$ cat src/rtl/lcd_ctrl.sv
// HD44780-style LCD bus sequencer: turns a software request toggle into a timed
// RS/data setup, EN pulse, hold and execution wait, with a pollable busy/ack status.
//
// state | meaning
// IDLE  | bus quiet, waiting for REQ != ack
// SETUP | RS/data driven, EN low
// PULSE | EN high
// HOLD  | EN low, RS/data held
// EXEC  | waiting for the LCD to execute the command
module lcd_ctrl #(
    parameter int T_SETUP     = 2,
    parameter int T_PW        = 12,
    parameter int T_HOLD      = 2,
    parameter int T_EXEC      = 2000,
    parameter int T_EXEC_LONG = 82000
) (
    input  logic        i_clk,
    input  logic        i_reset,
    input  logic [31:0] i_lcd_word,
    output logic [7:0]  o_lcd_data,
    output logic        o_lcd_rs,
    output logic        o_lcd_rw,
    output logic        o_lcd_en,
    output logic        o_lcd_on,
    output logic [31:0] o_lcd_status
);

    localparam int T_MAX_A = (T_SETUP > T_PW) ? T_SETUP : T_PW;
    localparam int T_MAX_B = (T_HOLD > T_EXEC) ? T_HOLD : T_EXEC;
    localparam int T_MAX_C = (T_MAX_A > T_MAX_B) ? T_MAX_A : T_MAX_B;
    localparam int T_MAX   = (T_MAX_C > T_EXEC_LONG) ? T_MAX_C : T_EXEC_LONG;
    localparam int CW      = $clog2(T_MAX) + 1;

    localparam logic [2:0] S_IDLE  = 3'd0;
    localparam logic [2:0] S_SETUP = 3'd1;
    localparam logic [2:0] S_PULSE = 3'd2;
    localparam logic [2:0] S_HOLD  = 3'd3;
    localparam logic [2:0] S_EXEC  = 3'd4;

    logic [2:0]    state;
    logic [CW-1:0] cnt;
    logic [CW-1:0] cnt_last;
    logic          busy;
    logic          ack;
    logic          long_cmd;
    logic          req_pending;
    logic          word_long;
    logic          unused_word_bits;

    assign req_pending      = (i_lcd_word[30] != ack);
    // Clear display (0x01) and return home (0x02/0x03) need the long execution wait.
    assign word_long        = !i_lcd_word[9] && (i_lcd_word[7:2] == 6'd0) && (i_lcd_word[7:0] != 8'd0);
    assign unused_word_bits = ^{i_lcd_word[29:10], i_lcd_word[8]};

    always_comb begin
        cnt_last = '0;
        case (state)
            S_SETUP: cnt_last = CW'(T_SETUP - 1);
            S_PULSE: cnt_last = CW'(T_PW - 1);
            S_HOLD:  cnt_last = CW'(T_HOLD - 1);
            S_EXEC:  cnt_last = long_cmd ? CW'(T_EXEC_LONG - 1) : CW'(T_EXEC - 1);
            default: cnt_last = '0;
        endcase
    end

    always_ff @(posedge i_clk or negedge i_reset) begin
        if (!i_reset) begin
            state      <= S_IDLE;
            cnt        <= '0;
            busy       <= 1'b0;
            ack        <= 1'b0;
            long_cmd   <= 1'b0;
            o_lcd_data <= 8'd0;
            o_lcd_rs   <= 1'b0;
            o_lcd_en   <= 1'b0;
            o_lcd_on   <= 1'b0;
        end else begin
            o_lcd_on <= i_lcd_word[31];
            if (state == S_IDLE) begin
                if (req_pending) begin
                    o_lcd_data <= i_lcd_word[7:0];
                    o_lcd_rs   <= i_lcd_word[9];
                    ack        <= i_lcd_word[30];
                    busy       <= 1'b1;
                    long_cmd   <= word_long;
                    cnt        <= '0;
                    state      <= S_SETUP;
                end
            end else if (cnt != cnt_last) begin
                cnt <= cnt + 1'b1;
            end else begin
                cnt <= '0;
                case (state)
                    S_SETUP: begin
                        state    <= S_PULSE;
                        o_lcd_en <= 1'b1;
                    end
                    S_PULSE: begin
                        state    <= S_HOLD;
                        o_lcd_en <= 1'b0;
                    end
                    S_HOLD: state <= S_EXEC;
                    S_EXEC: begin
                        state <= S_IDLE;
                        busy  <= 1'b0;
                    end
                    default: begin
                        state    <= S_IDLE;
                        o_lcd_en <= 1'b0;
                        busy     <= 1'b0;
                    end
                endcase
            end
        end
    end

    assign o_lcd_rw     = 1'b0;
    assign o_lcd_status = {busy, ack, 30'd0};

endmodule

$ cat config.mk
export PLATFORM = sky130hd
export DESIGN_NAME = lcd_ctrl
export DESIGN_NICKNAME = d
export VERILOG_FILES = /design/src/rtl/lcd_ctrl.sv
export SDC_FILE = /design/constraint.sdc
export NUM_CORES = 1
export LEC_CHECK = 0
export CORE_MARGIN = 8
export CORE_UTILIZATION = 40
export CTS_CLUSTER_SIZE = 12
export DETAILED_ROUTE_END_ITERATION = 6
export GPL_TIMING_DRIVEN = 0
export PLACE_DENSITY = 0.73
export SYNTH_ARGS = -nofsm -noshare
export SYNTH_HDL_FRONTEND = slang
export SYNTH_SLANG_ARGS = --single-unit
$ cat constraint.sdc
create_clock -name i_clk -period 1.89 [get_ports i_clk]
set_input_delay 0.378 -clock i_clk [delete_from_list [all_inputs] [get_ports i_clk]]
set_output_delay 0.378 -clock i_clk [all_outputs]
set_load 0.02 [all_outputs]
* Yosys cells after proc, flatten, opt, wreduce, memory -nomap -nowiden *
Index checks and enable logic that the tools add are counted.

word-level totals
  bits of input ports = 34
  flip-flop bits (word level) = 35

cells by class
  equal/unequal tests = 9
  $add $sub $neg = 1
  bitwise logic cells = 3
  mux-type cells = 14
  reduce and logical (&&, ||, !) cells = 13

operators with widths
  cell                     number
  $mux W18                 3
  $pmux W17 S3             1
  $add A18 B1 Y18 const B  1
  $ne A18 B18 Y1           1
  $mux W17                 1
  $mux W3                  3
  $pmux W3 S3              1
  $reduce_bool A8 Y1       1
  $eq A3 B2 Y1 const B     2
  $logic_not A6 Y1         1
  $reduce_and A3 Y1        2
  $mux W1                  4
  $ne A2 B2 Y1 const B     2
  $reduce_and A2 Y1        2
  $reduce_or A2 Y1         2
  $eq A3 B1 Y1 const B     1
  $eq A3 B3 Y1 const B     1
  $logic_not A3 Y1         1
  $not A1 Y1               3
  $reduce_or A3 Y1         1
  $logic_and A1 B1 Y1      2
  $ne A2 B1 Y1 const B     1
  $pmux W1 S2              1
  $logic_not A1 Y1         1
  $ne A1 B1 Y1             1

* Longest topological paths before layout *
  depth after elaboration = 6
  gate-level depth with buffers = 8

* Worst setup path before layout *
OpenSTA, ideal clock, no wires.

  path kind = register to register
  start point = register state[1]
  end point = register cnt[14]
  data required time = 1752 ps
  slack = -177 ps
  path buffers = 1
  clock period less this slack = 2067 ps
  stages on the path, launching flop included = 7
  arrival = 1930 ps
  cells stage by stage = dfrtp_1 buf_6 nor4bb_2 mux2i_1 o221ai_2 o41ai_4 nor2_1

on the way
  longest elaborated chain between the ends = 6
  elaborated cells between the ends (all ways) = 11
  those cells by class = eq/ne (6); mux (3); reduce/logical (2)

ends and longest elaborated chain
  element                                              line  RTL
  start: declaration                                   40    logic [2:0] state;
  start signal: assignment                             68    state <= S_IDLE;
  start signal: assignment                             87    state <= S_SETUP;
  start signal: assignment                             95    state <= S_PULSE;
  $eq A3 B2 Y1 / $eq A3 B1 Y1 (equally long branches)  57    case (state)
  $reduce_or A2 Y1 (no source line)                    --
  $pmux W17 S3                                         57
  $ne A18 B18 Y1                                       89    end else if (cnt != cnt_last) begin
  $mux W18                                             89
  $mux W18                                             79    if (state == S_IDLE) begin
  end signal: assignment                               90    cnt <= cnt + 1'b1;
  end: declaration                                     41    logic [CW-1:0] cnt;

Parallel ways exist; a longest one is shown, timed or not.
A chain may end at the register's enable or synchronous reset.

* Worst setup path after layout *
  start point = register state[1]
  end point = register cnt[7]

Same word-level chain as after synthesis.

==> results.ini <==
[run_status]
status=complete, but fails checks
violations=setup timing

[layout]
final_cell_mix=buf_4, nand2_1, dfrtp_1
areaGrowthSynthToFinish_pct=35.3
final_common_cell=buf_4
diodes=0
nNetsFinal=346
post-route-util=0.547
drive_above_1_share=0.266
fillers=496

[die]
ios=78
core_sq_um=5370
num_rows=27
start_util=0.404
die_w_um=89.7
die_y_um=89.7
dieArea_sq_um=8040

[timing]
fin_crit_ns=2.21
worst_slew_pin_slew_ns=0.773
fmax_ghz=0.452
setup_viol=17
timing.hold.ws_ns=0.150
fin_skew_ns=0.0130
setup_ws_ns=-0.325
totalNegativeSetupSlack_ns=-4.39
drv_slew=0
hold_viol=0
relSlewSlack=0.485
fin_crit_sh=1.17
rsz0062_at_grt=yes

[critical_path]
crit_start=state[1]
end_kind=register
cp.arrival_ns=2.40
crit_path_start_kind=register
critPathMaxStageDelay_ns=0.40
crit_path_end=cnt[7]
r2r_slack_ns=-0.32
worstPathRequired_ns=2.07
ff2ff_path_depth=7
path_class=reg2reg
crit_chain=buf_6, nor4bb_4, mux2i_2, o221ai_4, o41ai_4, buf_4, nor2_1
r2r-start=state[1]
r2r-end=cnt[7]
critPathMaxFanout=5
crit_slowest_cell=o41ai_4

[synth]
synthCells=238
ys_types=48
ys_ff_latch=35
synth-edff-count=0
syn_area_sq_um=2170
ys_seq_area_frac=0.403
ys_async_sr_fraction=1.00
synth_area_per_cell_sq_um=9.13
synthFlopType=dfrtp_1
yosysWarnings=0

[route]
drtIter0Drc=125
drt_pass1_iterations=4
viasPerCell=4.78
dr_total_vias=1834
drc_errors=0
wl_um=5180
antenna_left=0
wl_per_cell_um=13.5

[cts]
clkTransAtPathRegs_ns=0.08
clock_path_buffers=2
cts_tree=yes
numCtsBuffers=5
clock-sinks=35
root_buffer=clkbuf_8
h-tree-depth=2
hold_buffers=0
worstSkewPairLatency_ns=0.30

[global_routing]
grt_pass1_wl_um=8450
grt_max_degree=36
antenna_found_initial=0
grtUsageTotal=0.137
grt_pass1_vias=1798
overflow=0

[pwr]
pwr_density_cell_nw_per_um2=538
combPwrFrac=0.097
p_sw_frac=0.236
p_clk_frac=0.429
leakagePower_nw=1.27
p_sw_w=0.000373
pwr-share-seq=0.474
p_int_w=0.00121
peakVddDrop_mv=0.461

[placement]
gp_congestion=0.831
io_buffers=25
dpl.hpwl_um=3660

[run]
drv_cap=0

[min_path]
hold_class=in2async

## timing repair
action / 4_1_cts / 5_1_grt
hold endpoints to repair: 0 / 0
setup endpoints to repair: 33 / 23
pin swaps: 4 / 5
buffers inserted: 10 / 3
resized for setup: 16 / 12
gates cloned: 0 / 0
## routing by layer
metal	GRT usage	routed length [um]	share of wire	vias up
met5	0	0	0	-
met4	0.0604	95	0.018	0
met3	0.0346	343	0.066	8
met2	0.233	2610	0.50	66
met1	0.159	2130	0.41	849
li1	-	-	-	911
## synthesized netlist by cell type (all sizes together), types with 3 or more instances
| library cell | instances | area share |
|---|---|---|
| and3 | 3 | 0.0086 |
| and4 | 4 | 0.016 |
| buf | 39 | 0.13 |
| clkbuf | 3 | 0.0052 |
| dfrtp | 35 | 0.40 |
| inv | 5 | 0.0086 |
| nand2 | 43 | 0.074 |
| nand3 | 4 | 0.0092 |
| nand4 | 9 | 0.026 |
| nor2 | 25 | 0.044 |
| nor3 | 4 | 0.012 |
| nor4 | 5 | 0.014 |
| o21ai | 5 | 0.012 |
| o41ai | 4 | 0.025 |
| xnor2 | 9 | 0.036 |
| xor2 | 8 | 0.032 |
## area by class of cell
| class | instances | area (sq um) | share of cell area |
|---|---|---|---|
| clock buffers | 5 | 68.8 | 0.0234 |
| plain buffers | 40 | 298 | 0.101 |
| inverters | 5 | 18.8 | 0.00639 |
| multi-input cells | 186 | 1200 | 0.407 |
| clock inverters | 3 | 43.8 | 0.0149 |
| flip-flops and latches | 35 | 877 | 0.298 |
| well taps | 72 | 90.1 | 0.0307 |
| repair buffers | 38 | 347 | 0.118 |
## worst min path at each step
stage | start | to | slack [ns] | depth (start not counted)
floorplan | i_reset | ack | 0.08 | 0
finish | i_reset | cnt[10] | 0.15 | 1
global route | i_reset | cnt[10] | 0.20 | 1
CTS | i_reset | state[2] | 0.18 | 1
global placement | o_lcd_data[6] | o_lcd_data[6] | 0.46 | 2
detailed placement | o_lcd_data[2] | o_lcd_data[2] | 0.47 | 2
## power by group through the flow
| stage | sequential [W] | combinational (W) | clock [W] |
|---|---|---|---|
| after floorplan | 0.000766 | 0.000104 | 0 |
| after global placement | 0.000764 | 0.000151 | 0 |
| after detailed placement | 0.000764 | 0.000150 | 0 |
| after CTS | 0.000750 | 0.000151 | 0.000693 |
| after global routing | 0.000750 | 0.000165 | 0.000726 |
| final | 0.000750 | 0.000153 | 0.000678 |
## worst max-delay path: cells and delay by family (launching register included)
kind,cells,cell delay (ns)
AOI/OAI and AO/OA,2,0.60
buffers and inverters,2,0.35
DFF,1,0.39
muxes,1,0.35
and+or+nand+nor,2,0.41
## cell families (layout without fill, tap and decap cells)
family,after synthesis,after routing,share of synthesized area
multiplexers,1,1,0.00461
adder cells (fa/ha/maj),1,1,0.00576
other,1,31,0.00173
AND/OR/NAND/NOR,104,104,0.236
buffers and inverters,47,91,0.145
XOR/XNOR,17,17,0.0686
AO/OA/AOI/OAI,32,32,0.136
flip-flops,35,35,0.403
## sequential cells by signal, summed over array words and instances (netlist names)
signal	flops
o_lcd_data	8
o_lcd_rs	1
o_lcd_on	1
long_cmd	1
busy	1
cnt	18
o_lcd_en	1
ack	1
state	3
## per-stage QoR
stage | std cells | setup WS, ns | total power [W] | instance area [sq um]
6_report | 384 | -0.325 | 0.00158 | 2940
5_1_grt | 384 | -0.438 | 0.00164 | 2940
4_1_cts | 381 | -0.249 | 0.00159 | 2870
3_5_place_dp | 365 | -0.399 | 0.000915 | 2630
3_3_place_gp | 365 | -0.344 | 0.000915 | 2630
2_1_floorplan | 268 | -0.0249 | 0.000870 | 2290
(Power assumes the default switching activity.)
